**config.mk**
```make
export PLATFORM = sky130hd
export DESIGN_NAME = uart_byte_tx
export DESIGN_NICKNAME = d
export VERILOG_FILES = /design/src/rtl/uart_tx_pkg.sv /design/src/rtl/uart_baud_cnt.sv /design/src/rtl/uart_byte_tx.sv
export SDC_FILE = /design/constraint.sdc
export NUM_CORES = 1
export LEC_CHECK = 0
export CAP_MARGIN = 25
export CORE_MARGIN = 2
export CORE_UTILIZATION = 45
export CTS_BUF_LIST = sky130_fd_sc_hd__clkbuf_8
export CTS_CLUSTER_SIZE = 25
export DETAILED_ROUTE_END_ITERATION = 12
export DONT_BUFFER_PORTS = 1
export SLEW_MARGIN = 20
export SYNTH_ARGS = -nofsm -noshare
export SYNTH_HDL_FRONTEND = slang
export SYNTH_SLANG_ARGS = --single-unit
```
**constraint.sdc**
```tcl
create_clock -name clk -period 2.04 [get_ports clk]
set_input_delay 0.612 -clock clk [delete_from_list [all_inputs] [get_ports clk]]
set_output_delay 0.612 -clock clk [all_outputs]
set_load 0.02 [all_outputs]
```
**src/rtl/uart_tx_pkg.sv**
```systemverilog
// Shared types and helpers for the UART byte transmitter.
//   tx_state_e     : frame sequencer state encoding
//   PARITY_*       : PARITY_MODE encodings
//   calc_baud_div  : clocks per bit; returns 0 when the result is unusable (< 2)
package uart_tx_pkg;

  typedef enum logic [2:0] {
    ST_IDLE   = 3'd0,
    ST_START  = 3'd1,
    ST_DATA   = 3'd2,
    ST_PARITY = 3'd3,
    ST_STOP   = 3'd4
  } tx_state_e;

  localparam int PARITY_NONE = 0;
  localparam int PARITY_EVEN = 1;
  localparam int PARITY_ODD  = 2;

  // A zero return marks an invalid clock/baud pairing so the caller can stop
  // elaboration with a readable message.
  function automatic int calc_baud_div(input int clk_freq, input int baud);
    int div;
    if (baud <= 0) begin
      return 0;
    end
    div = clk_freq / baud;
    if (div < 2) begin
      return 0;
    end
    return div;
  endfunction

endpackage

```
**src/rtl/uart_baud_cnt.sv**
```systemverilog
// Bit-period timer for the UART transmitter.
//   clk      : system clock
//   reset_p  : synchronous active-high reset
//   clr      : hold the count at 0 (used while the line is idle)
//   bit_end  : high in the last clock of a bit period (count == BAUD_DIV-1)
// The count wraps to 0 on bit_end, so every state entry after a bit end
// starts from 0 without an explicit clear.
module uart_baud_cnt #(
  parameter int BAUD_DIV = 10
) (
  input  logic clk,
  input  logic reset_p,
  input  logic clr,
  output logic bit_end
);

  localparam int CW = $clog2(BAUD_DIV);
  localparam logic [CW-1:0] LAST = CW'(BAUD_DIV - 1);

  logic [CW-1:0] cnt_q, cnt_d;

  assign bit_end = (cnt_q == LAST);

  always_comb begin
    cnt_d = cnt_q + 1'b1;
    if (clr || bit_end) begin
      cnt_d = '0;
    end
  end

  always_ff @(posedge clk) begin
    if (reset_p) begin
      cnt_q <= '0;
    end else begin
      cnt_q <= cnt_d;
    end
  end

endmodule

```
**src/rtl/uart_byte_tx.sv**
```systemverilog
// Asynchronous serial transmitter: one byte per uart_send_en pulse, LSB first,
// optional even/odd parity, 1 or 2 stop bits.
//   clk           : system clock
//   reset_p       : synchronous active-high reset
//   uart_send_en  : one-cycle send request (honoured only when idle)
//   uart_tx_data  : byte captured in the accept cycle
//   uart_tx       : serial line, idle high, registered
//   uart_tx_done  : one-cycle pulse in the first idle cycle after a frame
//   uart_busy     : high while a frame is on the line, registered
//
// state     | meaning
// ----------+-----------------------------------------------
// ST_IDLE   | line high, waiting for uart_send_en
// ST_START  | driving the start bit (0)
// ST_DATA   | driving shift_q[0], bit_idx_q selects 0..7
// ST_PARITY | driving the parity bit captured at accept
// ST_STOP   | driving 1 for STOP_BITS bit periods
module uart_byte_tx
  import uart_tx_pkg::*;
#(
  parameter int CLK_FREQ    = 50_000_000,
  parameter int BAUD        = 115200,
  parameter int PARITY_MODE = 0,
  parameter int STOP_BITS   = 1
) (
  input  logic       clk,
  input  logic       reset_p,
  input  logic       uart_send_en,
  input  logic [7:0] uart_tx_data,
  output logic       uart_tx,
  output logic       uart_tx_done,
  output logic       uart_busy
);

  localparam int BAUD_DIV = calc_baud_div(CLK_FREQ, BAUD);
  localparam bit HAS_PARITY = (PARITY_MODE != PARITY_NONE);
  localparam logic LAST_STOP = 1'(STOP_BITS - 1);

  if (BAUD_DIV < 2) begin : g_bad_baud
    $error("uart_byte_tx: CLK_FREQ/BAUD must be at least 2");
  end
  if (PARITY_MODE != PARITY_NONE && PARITY_MODE != PARITY_EVEN &&
      PARITY_MODE != PARITY_ODD) begin : g_bad_parity
    $error("uart_byte_tx: PARITY_MODE must be 0, 1 or 2");
  end
  if (STOP_BITS != 1 && STOP_BITS != 2) begin : g_bad_stop
    $error("uart_byte_tx: STOP_BITS must be 1 or 2");
  end

  tx_state_e  state_q, state_d;
  logic [7:0] shift_q, shift_d;
  logic       par_q, par_d;
  logic [2:0] bit_idx_q, bit_idx_d;
  logic       stop_idx_q, stop_idx_d;
  logic       tx_q, tx_d;
  logic       busy_q, busy_d;
  logic       done_q, done_d;
  logic       bit_end;

  uart_baud_cnt #(
    .BAUD_DIV(BAUD_DIV)
  ) u_baud_cnt (
    .clk    (clk),
    .reset_p(reset_p),
    .clr    (state_q == ST_IDLE),
    .bit_end(bit_end)
  );

  // State and datapath registers
  always_ff @(posedge clk) begin
    if (reset_p) begin
      state_q    <= ST_IDLE;
      shift_q    <= '0;
      par_q      <= 1'b0;
      bit_idx_q  <= '0;
      stop_idx_q <= 1'b0;
      tx_q       <= 1'b1;
      busy_q     <= 1'b0;
      done_q     <= 1'b0;
    end else begin
      state_q    <= state_d;
      shift_q    <= shift_d;
      par_q      <= par_d;
      bit_idx_q  <= bit_idx_d;
      stop_idx_q <= stop_idx_d;
      tx_q       <= tx_d;
      busy_q     <= busy_d;
      done_q     <= done_d;
    end
  end

  // Next state
  always_comb begin
    state_d = state_q;
    case (state_q)
      ST_IDLE:   if (uart_send_en) state_d = ST_START;
      ST_START:  if (bit_end) state_d = ST_DATA;
      ST_DATA: begin
        if (bit_end && bit_idx_q == 3'd7) begin
          state_d = HAS_PARITY ? ST_PARITY : ST_STOP;
        end
      end
      ST_PARITY: if (bit_end) state_d = ST_STOP;
      ST_STOP:   if (bit_end && stop_idx_q == LAST_STOP) state_d = ST_IDLE;
      default:   state_d = ST_IDLE;
    endcase
  end

  // Shift register, parity and bit/stop indices
  always_comb begin
    shift_d    = shift_q;
    par_d      = par_q;
    bit_idx_d  = bit_idx_q;
    stop_idx_d = stop_idx_q;
    case (state_q)
      ST_IDLE: begin
        bit_idx_d  = '0;
        stop_idx_d = 1'b0;
        if (uart_send_en) begin
          shift_d = uart_tx_data;
          if (PARITY_MODE == PARITY_ODD) begin
            par_d = ~^uart_tx_data;
          end else if (PARITY_MODE == PARITY_EVEN) begin
            par_d = ^uart_tx_data;
          end else begin
            par_d = 1'b0;
          end
        end
      end
      ST_DATA: begin
        if (bit_end) begin
          shift_d   = {1'b0, shift_q[7:1]};
          bit_idx_d = bit_idx_q + 3'd1;
        end
      end
      ST_STOP: begin
        if (bit_end) begin
          stop_idx_d = stop_idx_q + 1'b1;
        end
      end
      default: ;
    endcase
  end

  // Outputs are registered from the next-state view so the line changes in
  // the same cycle the state does (start edge one clock after accept).
  always_comb begin
    tx_d = 1'b1;
    case (state_d)
      ST_START:  tx_d = 1'b0;
      ST_DATA:   tx_d = shift_d[0];
      ST_PARITY: tx_d = par_q;
      default:   tx_d = 1'b1;
    endcase
    busy_d = (state_d != ST_IDLE);
    done_d = (state_q == ST_STOP) && (state_d == ST_IDLE);
  end

  assign uart_tx      = tx_q;
  assign uart_busy    = busy_q;
  assign uart_tx_done = done_q;

endmodule
```
==> Word-level counts from Yosys, hierarchy flattened <==
Index checks and enable logic that the tools add are counted.
{ "totals": {"elab_cells": 53, "n_memories": 0, "mem_bits_ro": 0, "input_bits": 11, "reg_bits": 27, "latchBits": 0, "output_inout_bits": 3, "ramBits": 0} }
{ "op_classes": {"bitwise": 1, "n_shift": 0, "reduce_logical": 14, "order_cmp": 0, "muxes": 14, "n_mul": 0, "add_sub_neg": 3, "n_eq_ne": 12, "div": 0} }
{ "op_table": {"columns": ["operator", "count"], "rows": [
  ["two-way mux 3 bit", 6],
  ["two-way mux 8 bit", 2],
  ["one-hot mux 8 bit (2 select lines)", 1],
  ["one-hot mux 3 bit (5 select lines)", 1],
  ["== test 3 x 2 -> 1 bit, second input constant", 4],
  ["adder 9 x 1 -> 9 bit, second input constant", 1],
  ["== test 9 bit, second input constant", 1],
  ["== test 3 x 1 -> 1 bit, second input constant", 2],
  ["== test 3 bit, second input constant", 2],
  ["zero test 3 bit", 2],
  ["!= test 2 bit, second input constant", 3],
  ["one-hot mux 3 bit (2 select lines)", 1],
  ["one-hot mux 1 bit (2 select lines)", 2],
  ["AND reduction 2 bit", 2],
  ["nonzero test 2 bit", 2],
  ["OR reduction 2 bit", 2],
  ["adder 3 x 1 -> 3 bit, second input constant", 1],
  ["logical AND 1 bit", 3],
  ["AND reduction 3 bit", 1],
  ["nonzero test 3 bit", 1],
  ["adder 1 bit, second input constant", 1],
  ["logical OR 1 bit", 1],
  ["two-way mux 1 bit", 1],
  ["inverter 1 bit", 1]
]} }

==> Logic depth before layout (Yosys ltp) <==
{ "logic_depth": {"ltp_word": 7, "mapped_depth": 8, "mapped_depth_nobuf": 7} }

==> Cells and area by module <==
A second synthesis with hierarchy kept.
{ "unflattened": {"hier_cells": 135, "area_unflattened_um2": 1251.2} }
{ "modules_own_cells": {"columns": ["module", "n_inst", "cells_per_inst", "seq_area_each_um2", "area_per_inst_um2"], "rows": [
  ["uart_byte_tx", 1, 86, 360.3, 804.5],
  ["uart_baud_cnt", 1, 49, 180.2, 446.7]
]} }

==> Least setup slack after synthesis <==
Ideal clock, no wire load.
{ "synth_timing": {"kind": "register to register", "startpoint": "register bit_idx_q[0]", "endpoint": "register tx_q (netlist: uart_tx)", "setup_slack_ns": 0.489, "setup_ns": 0.120, "period_less_slack_ns": 1.551, "arrival_ns": 1.431, "n_path_buf": 0, "path_stages_with_launch": 8, "required_ns": 1.920, "cell_sequence": "dfxtp_1 -> ha_1 -> ha_1 -> nor2_1 -> nor3_1 -> a2bb2oi_1 -> nand3b_1 -> a211o_1"} }
{ "synth_between": {"elab_chain_cells": 7, "word_cells_on_any_way": 9, "cone_classes": "eq/ne: 4; mux: 3; reduce/logical: 2"} }
{ "synth_rtl": {"columns": ["element", "line_no", "rtl"], "rows": [
  ["from (decl)", "uart_byte_tx.sv:53", "logic [2:0] bit_idx_q, bit_idx_d;"],
  ["from (signal assigned)", "uart_byte_tx.sv:84", "bit_idx_q <= bit_idx_d;"],
  ["== test 3 bit (*)", "uart_byte_tx.sv:99", "if (bit_end && bit_idx_q == 3'd7) begin"],
  ["logical AND 1 bit (*)", "uart_byte_tx.sv:99", null],
  ["two-way mux 3 bit (*)", "uart_byte_tx.sv:99", null],
  ["one-hot mux 3 bit (5 select lines) (*)", "uart_byte_tx.sv:95", "case (state_q)"],
  ["== test 3 x 2 -> 1 bit or == test 3 x 1 -> 1 bit (tied branches)", "uart_byte_tx.sv:149", "case (state_d)"],
  ["OR reduction 2 bit (no source line)", null, null],
  ["one-hot mux 1 bit (2 select lines) (*)", "uart_byte_tx.sv:149", null],
  ["to (signal assigned)", "uart_byte_tx.sv:86", "tx_q <= tx_d;"],
  ["to (decl)", "uart_byte_tx.sv:55", "logic tx_q, tx_d;"]
]} }
Mark *: on every way between the ends. The rest lies on a longest branch, timed or not.
A chain may end at the register's enable or synchronous reset.

==> Final worst setup path <==
{ "layout_timing": {"startpoint": "register u_baud_cnt.cnt_q[1]", "endpoint": "register tx_q (netlist: uart_tx)"} }
{ "layout_between": {"elab_chain_cells": 7, "word_cells_on_any_way": 15, "cone_classes": "eq/ne: 4; mux: 8; reduce/logical: 3"} }
{ "layout_rtl": {"columns": ["element", "line_no", "rtl"], "rows": [
  ["from (decl)", "uart_baud_cnt.sv:20", "logic [CW-1:0] cnt_q, cnt_d;"],
  ["from (signal assigned)", "uart_baud_cnt.sv:35", "cnt_q <= cnt_d;"],
  ["== test 9 bit (*)", "uart_baud_cnt.sv:22", "assign bit_end = (cnt_q == LAST);"],
  ["logical AND 1 bit (on tied branches)", "uart_byte_tx.sv:104, uart_byte_tx.sv:99", null],
  ["two-way mux 3 bit (on tied branches)", "uart_byte_tx.sv:104, uart_byte_tx.sv:99", null],
  ["one-hot mux 3 bit (5 select lines)", "uart_byte_tx.sv:95", null],
  ["== test 3 x 2 -> 1 bit or == test 3 x 1 -> 1 bit (tied branches)", "uart_byte_tx.sv:149", null],
  ["OR reduction 2 bit (no source line)", null, null],
  ["one-hot mux 1 bit (2 select lines) (*)", "uart_byte_tx.sv:149", null]
]} }
Mark *: on every way between the ends. The rest lies on a longest branch, timed or not. The select of a mux whose other input is x is not followed.

==> summary.md <==
| Metric | Value |
|---|---|
| Average routed wire per standard cell | `12.7 um` |
| Die Y-Extent | `roughly 55 um` |
| Gr ovfl total | `0` |
| Setup Fix Bufs, Post-CTS | `0` |
| Cell count after synthesis | `130` |
| Worst hold start | `reset_p` |
| Final hold vios | `0` |
| Maxcap violations | `0` |
| Top FF cell, synth | `dfxtp_1` |
| Final-stage net count | `146` |
| Endpoints failing setup | `0` |
| Min-delay worst type | `input pin to register` |
| Async SR Flop Fraction | `0%` |
| Seq/Total Area, Yosys | `46.5%` |
| Clk pwr share | `32.4%` |
| Post-CTS Resized | `0` |
| FF-to-FF End | `uart_tx` |
| DR pass1 iterations | `4` |
| WL final | `2.03 mm` |
| CTS tree | `built` |
| Slowest Stage Delay on Critical Path | `0.36 ns` |
| Slew Viols, Final | `0` |
| Syn_nets | `145` |
| Crit path DAT | `about 1.9 ns` |
| R2R depth | `8` |
| Die ar. | `3010 sq um` |
| Pre-CTS setup slack | `0.280 ns` |
| Vias | `900` |
| Combinational Power Share | `5.4%` |
| Fmax | `around 570 MHz` |
| Worst setup SP type | `register` |
| Die Wd | `~55 um` |
| Critical path class | `register to register` |
| CP required | `between 2 and 2.5 ns` |
| Clock sinks | `27` |
| Fin crit share | `85.8%` |
| Initial DRC Count | `33` |
| Register bit total from synthesis | `27` |
| Antenna violations before repair | `0` |
| Worst-Skew Late Latency | `0.27 ns` |
| Psw | `between 150 and 200 uW` |
| Avg Vias per Cell | `5.63` |
| Final Skew | `0.00449 ns` |
| Sequential Power Share | `62.1%` |
| Syn Std Cell Area | `1160 sq um` |
| Share of post-route cells with drive strength above 1 | `6.92%` |
| Post-Route Setup TNS | `0 ns` |
| Status | `finished clean` |
| M1 GR Usage | `21.4%` |
| PortBufs | `0` |
| Crit path time final | `1.75 ns` |
| Cts hold-fix bufs | `0` |
| Core ar. | `about 2500 sq um` |
| Post-synth EDFFs | `0` |
| Hold EP | `shift_q[2]` |
| Clk slew on worst S/H paths | `0.09 ns` |
| Area delta synth->final | `5.81%` |
| Sw Ratio | `22.1%` |
| Top Usage Layer GRT | `met2` |
| Pwr Density | `729 nW/um^2` |
| CP bufs+invs | `2` |
| Avg Cell Area, Syn | `8.94 sq um` |
| Starting density of the core | `a little under half` |
| Slowest CP cell | `dfxtp_1` |
| Slew HR | `roughly 76%` |
| Int Pwr | `roughly 700 uW` |
| Top cell family by delay on the critical path | `compound AO/OA/AOI/OAI gates` |
| Critical Path Fanout Max | `11` |
| H-tree depth | `1` |
| R2r startpoint | `u_baud_cnt.cnt_q[1]` |
| RSZ-0062 raised after global routing | `no` |
| First-pass GRT wire length | `3.51 mm` |
| LEAKAGE | `0.000432 uW` |
| Yosys cell types | `32` |
| Crit-path cells | `inv_1 -> ha_1 -> nand4b_1 -> nor3b_1 -> buf_4 -> a22oi_1 -> nand3b_1 -> a211o_1` |
| Synth warnings | `0` |
| Most common cell in the netlist | `dfxtp_1` |
| Final worst-path setup slack | `0.289 ns` |
| CTS buffer count | `3` |
| Commonest cells post-synth | `dfxtp_1 (27), nor2_1 (17), nand2_1 (14)` |
| Number of global-route vias before repair | `between 800 and 900` |
| Largest net degree at the start of global routing | `20` |
| HPWL Detailed | `1.48 mm` |
| Placer Congestion | `0.760` |
| Hold Path Depth | `1` |
| Register area | `541 sq um` |
| Multi-input combinational cell area | `about 580 sq um` |
| Worst-case clock buffer depth | `2` |
| DRT antenna net count | `0` |
| Crit path launch | `u_baud_cnt.cnt_q[1]` |
| Row Count | `18` |
| Worst setup EP type | `register` |
| Worst slew pin tran | `0.366 ns` |
| Diodes inserted | `0` |
| Filler cells | `237` |
| Top cells by area, synth | `dfxtp_1 (47%), nor2_1 (5.5%), a21oi_1 (5.2%), a22oi_1 (4.5%), nand2_1 (4.5%)` |
| Largest area contributor in the netlist | `dfxtp_1` |
| Met3 usage | `just under 5%` |
| GR Util All Layers | `around 16%` |
| Max IR drop VDD | `0.512 mV` |
| Met2 usage in global routing | `24.2%` |
| Ports | `14` |
| Synth top area share | `46.5%` |
| Clk root buf | `clkbuf_8` |
| DRC | `0` |
| Reg2reg setup slack | `0.29 ns` |
==> metal layers <==
metal	share of wire, %	vias up
met1	49	422
met5	0	-
met3	3.3	4
met2	46	19
met4	1.5	0
li1	-	455
==> cell usage in the layout, fill, tap and decap left out, drive strengths merged <==
cell type	count
clkbuf	3
xnor2	4
a211o	1
a32oi	1
o32ai	1
a31oi	2
a22oi	7
nand3	5
o32a	1
nor2	19
a21oi	12
or3b	1
inv	4
or2	1
dfxtp	27
a2bb2oi	1
nor3	2
or3	2
o21ai	2
nand4bb	1
nand2b	1
nand4b	1
nor3b	3
ha	4
nand2	14
nand3b	3
xor2	2
buf	2
and3	3
==> kinds of logic after synthesis <==
kind of cell / Yosys count / synth area share [%]
and+or+nand+nor: 56 / 25.6
AOI/OAI and AO/OA: 28 / 15.5
DFF: 27 / 46.5
buffers and inverters: 9 / 3.55
xor gates and xnor gates: 6 / 4.52
adders and majority gates: 4 / 4.31
==> area by class of cell <==
cell class	count	area share, %
Clock buffer	3	3.36
Clock inverter	1	0.305
Tap cell	30	3.05
Timing Repair Buffer	2	1.22
Multi-Input combinational cell	94	47.2
Sequential cell	27	43.9
Inverter	3	0.916
==> registers in the layout, summed over array words and instances (netlist names) <==
name,count
u_baud_cnt.cnt_q,9
bit_idx_q,3
state_q,3
uart_tx,1
uart_busy,1
stop_idx_q,1
shift_q,8
uart_tx_done,1
==> power by group through the flow <==
stage          registers [uW]  logic [uW]  clock network [uW]
6_report                  557        48.7                 291
5_1_grt                   560        54.9                 324
4_1_cts                   557        49.3                 302
3_5_place_dp              570        49.0                   0
3_3_place_gp              570        48.6                   0
2_1_floorplan             567        45.7                   0
==> metrics by stage <==
stage | hold WS (ns) | std cells | utilization (%) | power [uW] | instance area [sq um]
after global routing | 0.380 | 160 | 50.1 | 938 | 1230
after global placement | 0.439 | 156 | 48.3 | 618 | 1180
after floorplan | 0.430 | 130 | - | 613 | 1160
after CTS | 0.394 | 160 | 50.1 | 909 | 1230
final | 0.399 | 160 | 50.1 | 897 | 1230
after detailed placement | 0.440 | 156 | 48.3 | 619 | 1180
==> worst max path at each step <==
stage	to	slack (ns)	cells past startpoint
finish	uart_tx	0.29	8
global route	uart_tx	0.12	6
CTS	uart_tx	0.27	8
detailed placement	uart_tx	0.28	8
global placement	uart_tx	0.30	8
floorplan	uart_tx	0.49	7
==> worst register-to-register path: stages (launching register included) <==
cell      delay, ns
dfxtp_1        0.36
inv_1          0.05
ha_1           0.18
nand4b_1       0.16
nor3b_1        0.08
buf_4          0.18
a22oi_1        0.24
nand3b_1       0.12
a211o_1        0.29
Power figures use the tool's default switching activity.
